--- src/rtl/vga_timing_pkg.sv ---
// Shared 640x480@60 timing constants and decoder FSM state encoding.
package vga_timing_pkg;

    localparam int unsigned VGA_H_TOTAL  = 800;
    localparam int unsigned VGA_H_ACTIVE = 640;
    localparam int unsigned VGA_H_FRONT  = 16;
    localparam int unsigned VGA_H_SYNC   = 96;
    localparam int unsigned VGA_H_BACK   = 48;
    localparam int unsigned VGA_H_START  = VGA_H_SYNC + VGA_H_BACK;

    localparam int unsigned VGA_V_TOTAL  = 521;
    localparam int unsigned VGA_V_ACTIVE = 480;
    localparam int unsigned VGA_V_FRONT  = 10;
    localparam int unsigned VGA_V_SYNC   = 2;
    localparam int unsigned VGA_V_BACK   = 29;
    localparam int unsigned VGA_V_START  = VGA_V_SYNC + VGA_V_BACK;

    localparam int unsigned VGA_LOCK_FRAMES = 2;

    typedef enum logic [1:0] {
        ST_SEARCH  = 2'd0,
        ST_MEASURE = 2'd1,
        ST_LOCKED  = 2'd2
    } vga_sync_state_e;

endpackage

--- src/rtl/sync_edge_detect.sv ---
// Two-flop synchronizer for an active-low sync plus a falling-edge detect
// qualified by the pixel strobe.
module sync_edge_detect (
    input  logic i_clk,
    input  logic i_rst_n,
    input  logic i_pix_en,
    input  logic i_sync_n,
    output logic o_fall
);

    logic r_meta;
    logic r_sync;
    logic r_prev;

    // Synchronizer runs every clock; idles high like an undriven sync.
    always_ff @(posedge i_clk or negedge i_rst_n) begin
        if (!i_rst_n) begin
            r_meta <= 1'b1;
            r_sync <= 1'b1;
        end else begin
            r_meta <= i_sync_n;
            r_sync <= r_meta;
        end
    end

    // Previous value advances only on pixel strobes so edges stay pixel-aligned.
    always_ff @(posedge i_clk or negedge i_rst_n) begin
        if (!i_rst_n) begin
            r_prev <= 1'b1;
        end else if (i_pix_en) begin
            r_prev <= r_sync;
        end
    end

    assign o_fall = i_pix_en & r_prev & ~r_sync;

endmodule

--- src/rtl/vga_sync_decoder.sv ---
// Receive-side VGA sync decoder: recovers pixel coordinates, checks line and
// frame lengths, and tracks lock over consecutive clean frames.
module vga_sync_decoder
    import vga_timing_pkg::*;
#(
    parameter int unsigned H_TOTAL     = VGA_H_TOTAL,
    parameter int unsigned H_START     = VGA_H_START,
    parameter int unsigned H_ACTIVE    = VGA_H_ACTIVE,
    parameter int unsigned V_TOTAL     = VGA_V_TOTAL,
    parameter int unsigned V_START     = VGA_V_START,
    parameter int unsigned V_ACTIVE    = VGA_V_ACTIVE,
    parameter int unsigned LOCK_FRAMES = VGA_LOCK_FRAMES
) (
    input  logic       clk_i,
    input  logic       rst_i,
    input  logic       pix_en_i,
    input  logic       h_sync_i,
    input  logic       v_sync_i,
    output logic [9:0] x_o,
    output logic [9:0] y_o,
    output logic       active_o,
    output logic       locked_o,
    output logic       frame_start_o,
    output logic       line_err_o,
    output logic       frame_err_o
);

    localparam logic [9:0] C_H_LAST  = 10'(H_TOTAL - 1);
    localparam logic [9:0] C_V_LAST  = 10'(V_TOTAL - 1);
    localparam logic [9:0] C_H_START = 10'(H_START);
    localparam logic [9:0] C_H_END   = 10'(H_START + H_ACTIVE);
    localparam logic [9:0] C_V_START = 10'(V_START);
    localparam logic [9:0] C_V_END   = 10'(V_START + V_ACTIVE);
    localparam logic [2:0] C_LOCK    = 3'(LOCK_FRAMES);

    logic            w_h_fall;
    logic            w_v_fall;
    logic [9:0]      r_h_cnt;
    logic [9:0]      r_v_cnt;
    logic            w_line_bad;
    logic            w_frame_bad;
    logic            w_checking;
    vga_sync_state_e r_state;
    vga_sync_state_e w_state_nxt;
    logic [2:0]      r_good;
    logic [2:0]      w_good_nxt;
    logic [2:0]      w_good_inc;
    logic            w_h_vis;
    logic            w_v_vis;
    logic [9:0]      r_x;
    logic [9:0]      r_y;
    logic            r_active;
    logic            r_locked;
    logic            r_frame_start;
    logic            r_line_err;
    logic            r_frame_err;

    sync_edge_detect u_h_edge (
        .i_clk    (clk_i),
        .i_rst_n  (rst_i),
        .i_pix_en (pix_en_i),
        .i_sync_n (h_sync_i),
        .o_fall   (w_h_fall)
    );

    sync_edge_detect u_v_edge (
        .i_clk    (clk_i),
        .i_rst_n  (rst_i),
        .i_pix_en (pix_en_i),
        .i_sync_n (v_sync_i),
        .o_fall   (w_v_fall)
    );

    // Pixel and line counters; both saturate so a lost sync cannot wrap them.
    always_ff @(posedge clk_i or negedge rst_i) begin
        if (!rst_i) begin
            r_h_cnt <= '0;
            r_v_cnt <= '0;
        end else if (pix_en_i) begin
            if (w_h_fall) begin
                r_h_cnt <= '0;
            end else if (r_h_cnt != '1) begin
                r_h_cnt <= r_h_cnt + 10'd1;
            end
            if (w_v_fall) begin
                r_v_cnt <= '0;
            end else if (w_h_fall && (r_v_cnt != '1)) begin
                r_v_cnt <= r_v_cnt + 10'd1;
            end
        end
    end

    // Length checks: a sync at the wrong count, or the count running past the end.
    always_comb begin
        w_line_bad  = 1'b0;
        w_frame_bad = 1'b0;
        if (pix_en_i) begin
            if (w_h_fall) begin
                w_line_bad = (r_h_cnt != C_H_LAST);
            end else begin
                w_line_bad = (r_h_cnt == C_H_LAST);
            end
            if (w_v_fall) begin
                w_frame_bad = (r_v_cnt != C_V_LAST);
            end else if (w_h_fall) begin
                w_frame_bad = (r_v_cnt == C_V_LAST);
            end
        end
    end

    assign w_checking = (r_state != ST_SEARCH);
    assign w_good_inc = r_good + 3'd1;

    // Lock FSM state register.
    always_ff @(posedge clk_i or negedge rst_i) begin
        if (!rst_i) begin
            r_state <= ST_SEARCH;
            r_good  <= '0;
        end else begin
            r_state <= w_state_nxt;
            r_good  <= w_good_nxt;
        end
    end

    // Lock FSM next state: any error drops back to search once checking has begun.
    always_comb begin
        w_state_nxt = r_state;
        w_good_nxt  = r_good;
        case (r_state)
            ST_SEARCH: begin
                if (w_v_fall) begin
                    w_state_nxt = ST_MEASURE;
                    w_good_nxt  = '0;
                end
            end
            ST_MEASURE: begin
                if (w_line_bad || w_frame_bad) begin
                    w_state_nxt = ST_SEARCH;
                end else if (w_v_fall) begin
                    w_good_nxt = w_good_inc;
                    if (w_good_inc == C_LOCK) begin
                        w_state_nxt = ST_LOCKED;
                    end
                end
            end
            ST_LOCKED: begin
                if (w_line_bad || w_frame_bad) begin
                    w_state_nxt = ST_SEARCH;
                end
            end
            default: begin
                w_state_nxt = ST_SEARCH;
            end
        endcase
    end

    assign w_h_vis = (r_h_cnt >= C_H_START) && (r_h_cnt < C_H_END);
    assign w_v_vis = (r_v_cnt >= C_V_START) && (r_v_cnt < C_V_END);

    // Registered outputs: coordinates follow the counters, pulses follow detection.
    always_ff @(posedge clk_i or negedge rst_i) begin
        if (!rst_i) begin
            r_x           <= '0;
            r_y           <= '0;
            r_active      <= 1'b0;
            r_locked      <= 1'b0;
            r_frame_start <= 1'b0;
            r_line_err    <= 1'b0;
            r_frame_err   <= 1'b0;
        end else begin
            r_locked      <= (w_state_nxt == ST_LOCKED);
            r_frame_start <= w_v_fall;
            r_line_err    <= w_line_bad & w_checking;
            r_frame_err   <= w_frame_bad & w_checking;
            if ((r_state == ST_LOCKED) && w_h_vis && w_v_vis) begin
                r_active <= 1'b1;
                r_x      <= r_h_cnt - C_H_START;
                r_y      <= r_v_cnt - C_V_START;
            end else begin
                r_active <= 1'b0;
                r_x      <= '0;
                r_y      <= '0;
            end
        end
    end

    assign x_o           = r_x;
    assign y_o           = r_y;
    assign active_o      = r_active;
    assign locked_o      = r_locked;
    assign frame_start_o = r_frame_start;
    assign line_err_o    = r_line_err;
    assign frame_err_o   = r_frame_err;

endmodule

--- config.mk ---
export PLATFORM = sky130hd
export DESIGN_NAME = vga_sync_decoder
export DESIGN_NICKNAME = d
export VERILOG_FILES = /design/src/rtl/vga_timing_pkg.sv /design/src/rtl/sync_edge_detect.sv /design/src/rtl/vga_sync_decoder.sv
export SDC_FILE = /design/constraint.sdc
export NUM_CORES = 1
export LEC_CHECK = 0
export CAP_MARGIN = 5
export CORE_ASPECT_RATIO = 0.7
export CORE_MARGIN = 2
export CORE_UTILIZATION = 53
export CTS_BUF_LIST = sky130_fd_sc_hd__clkbuf_8
export DETAILED_ROUTE_END_ITERATION = 7
export PLACE_DENSITY = 0.79
export SLEW_MARGIN = 20
export SYNTH_ARGS = -nofsm -noshare
export SYNTH_HDL_FRONTEND = slang
export SYNTH_HIERARCHICAL = 1
export SYNTH_SLANG_ARGS = --single-unit
export TNS_END_PERCENT = 100
--- constraint.sdc ---
create_clock -name clk_i -period 2 [get_ports clk_i]
set_input_delay 0.3 -clock clk_i [delete_from_list [all_inputs] [get_ports clk_i]]
set_output_delay 0.3 -clock clk_i [all_outputs]
set_load 0.01 [all_outputs]
## Yosys cells after proc, flatten, opt, wreduce, memory -nomap -nowiden

Cells that the tools add are included.

- Bitwise logic cells: 8
- Order comparisons: 4
- Add/subtract/negate cells: 5
- Mux-type cells: 22
- Reduce and logical (&&, ||, !) cells: 14
- Equality and inequality tests: 13

Operators by type and width:

| cell | count |
|---|---|
| $mux W10 | 6 |
| $ne A10 B10 Y1 const B | 4 |
| $add A10 B1 Y10 const B | 2 |
| $eq A10 B10 Y1 const B | 2 |
| $ge A10 B5 Y1 const B | 1 |
| $ge A10 B8 Y1 const B | 1 |
| $lt A10 B10 Y1 const B | 1 |
| $lt A10 B9 Y1 const B | 1 |
| $mux W2 | 5 |
| $sub A10 B5 Y10 const B | 1 |
| $sub A10 B8 Y10 const B | 1 |
| $mux W3 | 3 |
| $reduce_bool A2 Y1 | 4 |
| $and A1 B1 Y1 | 6 |
| $mux W1 | 6 |
| $ne A2 B2 Y1 const B | 3 |
| $pmux W2 S3 | 1 |
| $pmux W3 S2 | 1 |
| $logic_and A1 B1 Y1 | 5 |
| $eq A2 B2 Y1 const B | 2 |
| $reduce_and A2 Y1 | 2 |
| $reduce_and A4 Y1 | 1 |
| $add A3 B1 Y3 const B | 1 |
| $eq A3 B2 Y1 const B | 1 |
| 4 further kinds | 5 |

- Bits of input ports: 5
- Flip-flop bits (word level): 56

## Longest topological paths before layout

Gate-level depths: netlist of run 1.

- Word-level depth: 9
- Depth in mapped cells: 8
- Mapped depth without buffers: 7

## By module

Netlist of run 1, hierarchy kept.

Modules (own cells, without submodules):

| module | area each (sq um) | cells each | sequential area each (sq um) | instances |
|---|---|---|---|---|
| vga_sync_decoder | 2578.7 | 270 | 1251.2 | 1 |
| sync_edge_detect | 103.8 | 5 | 78.8 | 2 |

## Worst setup path after synthesis of run 1

Ideal clock, no wire load.

- Path type: reg2reg
- From: reg r_h_cnt[5]
- To: reg r_good[0]
- Slack: -97 ps
- Stages on the path, launching flop included: 8
- Required time: 1874 ps
- Arrival time: 1971 ps
- Cells stage by stage: dfrtp_1 > inv_1 > ha_1 > nand2b_1 > or4_1 > mux2i_4 > and2_4 > a221o_1

- Longest elaborated chain between the ends: 6
- Elaborated cells on any way between the ends: 7
- Classes of those cells: 3 x eq/ne; 2 x mux; 2 x reduce/logical

Ends and longest elaborated chain:

| item | line | source |
|---|---|---|
| start, declared | vga_sync_decoder.sv:38 | `logic [9:0] r_h_cnt;` |
| start signal, assigned | vga_sync_decoder.sv:83 | `r_h_cnt <= r_h_cnt + 10'd1;` |
| $eq A10 B10 Y1 / $ne A10 B10 Y1 (equally long branches) | vga_sync_decoder.sv:101, vga_sync_decoder.sv:99 |  |
| $mux W1 * | vga_sync_decoder.sv:98 | `if (w_h_fall) begin` |
| $mux W1 * | vga_sync_decoder.sv:97 | `if (pix_en_i) begin` |
| $logic_or A1 B1 Y1 * | vga_sync_decoder.sv:137 | `if (w_line_bad \|\| w_frame_bad) begin` |
| $ne A2 B2 Y1 (no source line) * | -- |  |
| $reduce_and A4 Y1 (no source line) * | -- |  |
| end signal, assigned | vga_sync_decoder.sv:121 | `r_good <= w_good_nxt;` |
| end, declared | vga_sync_decoder.sv:45 | `logic [2:0] r_good;` |

Mark *: on every way between the ends. The rest lies on a longest branch, timed or not.
A chain may end at the register's enable or synchronous reset.

## Worst setup path after layout of run 1

Ends and elaborated chain as after synthesis.

==> summary.md, run 1 <==
| Metric | Value |
|---|---|
| Initial antenna violation count | 0 |
| Headroom to the max-slew limit | 0.627 |
| Slew Limit Fails | 0 |
| Max Cap Viol | 0 |
| Die Ht | 64.7 um |
| Post-synth EDFFs | 0 |
| DR vias | 2312 |
| Core Rows | 22 |
| Post-route setup slack | 0.0174 ns |
| Fmax | 504 MHz |
| Area grow syn2layout | 28.6% |
| CTS Buffer Depth | 2 |
| Post-synthesis sequential area ratio | 0.506 |
| Drt via density | 5.54 |
| #FFs+latches synth | 56 |
| CORE AREA | 0.00515 sq mm |
| Critical Path RT | 2.20 ns |
| Final setup vio count | 0 |
| Static leakage | 1.60 nW |
| Final hold violation count | 0 |
| Reg power frac | 0.527 |
| Final Cell Area | 0.00358 sq mm |
| Netlist cell types | 47 |
| Vias in the first global route | 2210 |
| Ratio of cells with drive above 1 in the final layout | 0.249 |
| DPL Wire Length | 4420 um |
| Cell internal pwr | 1.84 mW |
| Comb pwr share | 0.233 |
| Final Wtd Congestion | 0.911 |
| Syn_nets | 294 |
| Die area | 0.00586 sq mm |
| Overall die width | 90.7 um |
| Detailed Route WL | 6110 um |
| Total congestion overflow | 0 |
| Cell Area, Placed | 0.00336 sq mm |
| First-pass GRT wire length | 10200 um |
| WS Path Type | flip-flop to flip-flop |
| Clock buffer count from CTS | 5 |
| Post-synth top flop | dfrtp_1 |
| Status | finished, final reports clean |
| CP Launch Type | flip-flop |
| Tmin final | 1.98 ns |
| Drt pass-1 iters | 5 |
| Mapped Cells | 280 |
| Largest net degree at the start of global routing | 24 |
| Final net count | 358 |
| Syn Area/Cell | 9.95 sq um |
| Total power | 2.65 mW |
| Setup Skew | 0.00794 ns |
| Clk slew on worst S/H paths | 0.10 ns |
| CTS sink count | 56 |
| Wirelength per Cell | 14.7 um |
| Clk Latency, worst-skew pair | 0.31 ns |
| Worst-Margin Slew | 0.559 ns |
| Antenna-violating nets left | 0 |
| Residual DRC | 0 |
| Fillers | 408 |
| CP Data Arrival Time | 2.18 ns |
| Num ports | 30 |
| Switching share of power | 0.307 |
| Setup WS pre-CTS | -0.145 ns |
| N_diodes | 0 |
| VDD IR-drop max | 0.000563 V |
| Psw | 814 uW |
| Clock share of power | 0.240 |
| DRT iter0 DRCs | 202 |
| Critical path peak fanout | 4 |
| Initial core utilization | 0.541 |
| Global Route Usage Sum | 0.222 |
| Fin crit share | 0.991 |
| Pwr Density | 739 mW/mm^2 |
| CTS tree | built |
| Clock root cell | clkbuf_8 |
| Mapped Area | 0.00279 sq mm |
| IO Port Bufs | 29 |
| Post-synth ARST share | 1.00 |
| Hold Path Class | flip-flop to flip-flop |
| Unrepaired setup endpoints after global routing | true |
| CP Capture Type | flip-flop |
| # H-tree levels | 2 |
| Ys Warns | 6 |
cells in the mapped netlist, types with 3 or more instances:
library cell | instances | area [sq um]
inv_1 | 23 | 86.3
a21oi_1 | 10 | 50.1
o21ai_0 | 15 | 75.1
nand2b_1 | 6 | 37.5
buf_2 | 4 | 20.0
nor2_1 | 32 | 120
nand4_1 | 5 | 31.3
ha_1 | 9 | 113
nor3_1 | 9 | 45.0
or3_1 | 3 | 18.8
o31a_1 | 7 | 61.3
nand3_1 | 13 | 65.1
dfrtp_1 | 50 | 1250
dfstp_2 | 6 | 158
nor4_1 | 6 | 37.5
clkbuf_1 | 7 | 26.3
o22ai_1 | 6 | 37.5
nand2_1 | 17 | 63.8
xnor2_1 | 15 | 131
registers in the layout (all words and copies together), names as in the netlist:
name,flops
frame_start_o,1
r_h_cnt,10
line_err_o,1
r_state,2
x_o,10
u_h_edge/r_meta,1
active_o,1
locked_o,1
u_h_edge/r_prev,1
y_o,10
r_good,3
r_v_cnt,10
u_v_edge/r_meta,1
u_v_edge/r_sync,1
u_v_edge/r_prev,1
u_h_edge/r_sync,1
frame_err_o,1
critical path, cell delays in order, from the launching register on:
cell      delay, ns
dfrtp_1        0.40
inv_2          0.08
ha_4           0.14
nand2b_4       0.05
or4_4          0.51
mux2i_4        0.22
and2_4         0.18
a221o_1        0.28
placed cells by master, fill, tap and decap left out, drive strengths merged, types with 7 or more instances in the layout:
| master | Yosys | routed |
|---|---|---|
| nand2 | 17 | 17 |
| o21ai | 16 | 16 |
| nor2 | 32 | 32 |
| a21oi | 10 | 10 |
| nor4 | 7 | 7 |
| inv | 23 | 23 |
| nand3 | 13 | 13 |
| ha | 9 | 9 |
| o31a | 7 | 7 |
| buf | 6 | 41 |
| clkdlybuf4s50 | 0 | 28 |
| xnor2 | 15 | 15 |
| nor3 | 9 | 9 |
| dfrtp | 50 | 50 |
final cells by class:
type                            instances  area, sq um  area share
Clock buffer                            6         82.6      0.0230
Clock inverter                          2         15.0     0.00419
Inverter                               23         86.3      0.0241
Multi-Input combinational cell        188         1280       0.359
Sequential cell                        56         1410       0.394
Tap cell                               72         90.1      0.0251
Timing Repair Buffer                   70          613       0.171
logic make-up after synthesis:
| group | synth area share |
|---|---|
| flip-flops | 0.506 |
| AND/OR/NAND/NOR | 0.201 |
| XOR/XNOR | 0.0472 |
| AO/OA/AOI/OAI | 0.126 |
| adder cells (fa/ha/maj) | 0.0404 |
| buffers and inverters | 0.0530 |
| multiplexers | 0.0265 |
per-layer routing:
layer,share of wire,GRT usage
met2,0.45,0.347
met1,0.46,0.309
met4,0.015,0.0827
met5,0,0
met3,0.073,0.0465
stage by stage:
stage,cells,util,hold slack (ns),TNS (ns)
floorplan,280,-,0.00441,0
global placement,401,0.654,0.317,-0.302
detailed placement,401,0.654,0.323,-0.771
CTS,412,0.678,0.361,0
global route,417,0.696,0.370,-0.321
finish,417,0.696,0.362,0
power groups by stage:
stage               Combinational [mW]  Sequential [mW]  Clock, mW
finish                           0.618             1.40      0.635
global route                     0.693             1.42      0.697
CTS                              0.580             1.38      0.653
detailed placement               0.551             1.41          0
global placement                 0.532             1.40          0
floorplan                        0.384             1.36          0
worst paths after layout:
check	end	slack [ns]	start	cells past startpoint
max	r_good[0]	0.02	r_h_cnt[5]	7
min	u_h_edge/r_sync	0.36	u_h_edge/r_meta	0
max reg2reg	r_good[0]	0.02	r_h_cnt[5]	7
min reg2reg	u_h_edge/r_sync	0.36	u_h_edge/r_meta	0
max in group asynchronous	y_o[5]	0.92	rst_i	3
min in group asynchronous	r_v_cnt[2]	0.52	rst_i	2
timing repair:
| action | CTS | global route |
|---|---|---|
| hold buffers | 1 | 0 |
| gates cloned | 0 | 1 |
| setup buffers | 2 | 4 |
| resized for setup | 1 | 16 |
| pin swaps | 5 | 8 |
| hold endpoints to repair | 15 | 0 |
| endpoints found under the setup margin | 6 | 28 |
No activity file was read; power rests on OpenSTA's default activity.
==> run 2: changes to the inputs <==
Settings changed: CAP_MARGIN 5 to 10.
==> results of run 2 <==
The final DEF is identical to that of run 1; final timing and power are the same.
==> run 3: changes to the inputs <==
Settings changed: CTS_BUF_LIST sky130_fd_sc_hd__clkbuf_8 to sky130_fd_sc_hd__clkbuf_4.
==> summary.md, run 3 (same netlist as run 1, synthesis figures left out) <==
| Metric | Value |
|---|---|
| Status | complete, but fails checks |
| Area grow syn2layout | 27.6% |
| R2r startpoint | r_h_cnt[5] |
| Worst R2R Path Depth | 7 (unchanged) |
| Largest net degree at the start of global routing | 24 (unchanged) |
| FF+latch area | 0.00141 sq mm (unchanged) |
| Drt pass-1 iters | 6 (+1) |
| Post-route setup slack | -0.00536 ns (-0.0228 ns) |
| Wirelength per Cell | 14.6 um (-0.68%) |
| Hold Path Class | primary input to flip-flop |
| IO Port Bufs | 29 (unchanged) |
| DPL Wire Length | 4420 um (unchanged) |
| Die Ht | 64.7 um (unchanged) |
| Setup WS pre-CTS | -0.145 ns (unchanged) |
| Most frequent cells in the layout | 48 x dfrtp_1, 37 x buf_4, 30 x nor2_1 |
| CTS tree | built |
| Clk slew on worst S/H paths | 0.16 ns (+0.06 ns) |
| Initial core utilization | 0.541 (unchanged) |
| Residual DRC | 0 (unchanged) |
| Num ports | 30 (unchanged) |
| R2r setup slk | -0.005 ns (-0.02 ns) |
| Pwr Density | 700 mW/mm^2 (-5.3%) |
| Tmin final | 2.01 ns (+0.0228 ns) |
| Fillers | 407 (-0.25%) |
| Detailed Route WL | 6080 um (-0.44%) |
| Critical R2R Capture | r_good[0] |
| Worst-path cell chain | inv_2 > ha_4 > nand2b_4 > or4_4 > mux2i_4 > and2_4 > a221o_1 |
| Setup Skew | 0.0147 ns (+0.00678 ns) |
| Setup crit end | r_good[0] |
| N_diodes | 0 (unchanged) |
| Vias in the first global route | 2200 (-0.45%) |
| Static leakage | 1.58 nW (-0.86%) |
| Reg power frac | 0.562 (+0.035) |
| Cell internal pwr | 1.69 mW (-8.1%) |
| Headroom to the max-slew limit | 0.623 (-0.00386) |
| Final Wtd Congestion | 0.911 (unchanged) |
| Clock root cell | clkbuf_4 |
| Drt via density | 5.40 (-2.5%) |
| Die area | 0.00586 sq mm (unchanged) |
| Critical path startpoint | r_h_cnt[5] |
| Critical path peak fanout | 4 (unchanged) |
| CTS Buffer Depth | 2 (unchanged) |
| Slew Limit Fails | 0 (unchanged) |
| Top delay family on crit path | simple AND/OR/NAND/NOR gates |
| Psw | 801 uW (-1.6%) |
| Final setup vio count | 2 (+2) |
| Fmax | 499 MHz (-1.1%) |
| Multi-input logic area | 0.00129 sq mm (+0.39%) |
| Switching share of power | 0.322 (+0.0147) |
| Critical Path RT | 2.27 ns (+0.07 ns) |
| Final net count | 359 (+0.28%) |
| Initial antenna violation count | 0 (unchanged) |
| DR vias | 2259 (-2.3%) |
| Antenna-violating nets left | 0 (unchanged) |
| WP depth | 7 (unchanged) |
| CP Data Arrival Time | 2.28 ns (+0.10 ns) |
| First-pass GRT wire length | 10100 um (-0.68%) |
| Fin crit share | 1.00 (+0.0114) |
| VDD IR-drop max | 0.000403 V (-28%) |
| Failing checks | setup timing |
| Comb pwr share | 0.248 (+0.015) |
| Clock share of power | 0.189 (-0.051) |
| Clk Latency, worst-skew pair | 0.37 ns (+0.06 ns) |
| Global Route Usage Sum | 0.218 (-0.00414) |
| Slowest stage cell, crit path | or4_4 |
| Ratio of cells with drive above 1 in the final layout | 0.251 (+0.00217) |
| Clock buffer count from CTS | 5 (unchanged) |
| Overall die width | 90.7 um (unchanged) |
| Core Rows | 22 (unchanged) |
| CP Buf/Inv Count | 1 (unchanged) |
| Worst-Margin Slew | 0.565 ns (+0.00579 ns) |
| DRT iter0 DRCs | 173 (-14%) |
| CTS sink count | 56 (unchanged) |
| CORE AREA | 0.00515 sq mm (unchanged) |
| Max Cap Viol | 0 (unchanged) |
| Total congestion overflow | 0 (unchanged) |
| Commonest non-fill, non-tap cell in the layout | dfrtp_1 |
| # H-tree levels | 2 (unchanged) |
| CP Capture Type | flip-flop |
| WS Path Type | flip-flop to flip-flop |
| Unrepaired setup endpoints after global routing | true |
| CP Launch Type | flip-flop |
| Biggest cell delay along the critical path | 0.51 ns (about the same) |
| Setup TNS | -0.0106 ns (-0.0106 ns) |
| Final hold violation count | 0 (unchanged) |
## run 3: cell types whose count changed in the layout (fill, tap and decap cells not counted), sizes merged
| cell | delta |
|---|---|
| buf | +1 |
| clkbuf | -1 |
| clkinv | +1 |
## run 3: layout make-up
type	count	area share
Inverter	23	0.0243
Tap cell	72	0.0253
Timing Repair Buffer	71	0.175
Sequential cell	56	0.397
Multi-Input combinational cell	188	0.363
Clock buffer	5	0.0106
Clock inverter	3	0.00528
## run 3: power by group through the flow
stage | Combinational, mW | Clock [mW] | Sequential [mW]
after global routing | 0.695 | 0.530 | 1.42
after CTS | 0.582 | 0.487 | 1.38
after detailed placement | 0.551 | 0 | 1.41
after floorplan | 0.384 | 0 | 1.36
after global placement | 0.532 | 0 | 1.40
final | 0.618 | 0.471 | 1.40
## run 3: repair_timing
item	CTS	global route
setup buffers	3	4
hold buffers	1	0
endpoints found under the hold margin	15	0
setup endpoints to repair	6	30
pin swaps	5	5
resized for setup	1	17
cloned	0	1
## run 3: stage by stage
step	util	hold WS, ns	total power [mW]	instance area (sq um)	std cells
5_1_grt	0.691	0.318	2.64	3550	418
4_1_cts	0.672	0.311	2.45	3460	413
6_report	0.691	0.322	2.49	3550	418
3_5_place_dp	0.654	0.323	1.96	3360	401
2_1_floorplan	-	0.00441	1.74	2790	280
3_3_place_gp	0.654	0.317	1.93	3360	401
## run 3: layer usage
metal	up-vias	wire length, um	track usage
met4	0	42	0.0538
met5	-	0	0
met1	1104	2930	0.311
met2	47	2790	0.343
li1	1103	-	-
met3	5	318	0.0465
## run 3: worst reg2reg max path, cell delays in order (launching register included)
cell,delay [ns]
dfrtp_1,0.42
inv_2,0.08
ha_4,0.13
nand2b_4,0.06
or4_4,0.51
mux2i_4,0.23
and2_4,0.18
a221o_1,0.31
## run 3: how the worst min path moves through the flow
stage                        start         endpoint  slack, ns  cells after the start
final                     h_sync_i  u_h_edge/r_meta       0.32                      1
after global routing      h_sync_i  u_h_edge/r_meta       0.32                      1
after CTS                 h_sync_i  u_h_edge/r_meta       0.31                      1
after detailed placement     rst_i       r_v_cnt[3]       0.32                      1
after global placement       rst_i       r_v_cnt[3]       0.32                      1
after floorplan              rst_i         active_o      0.004                      0
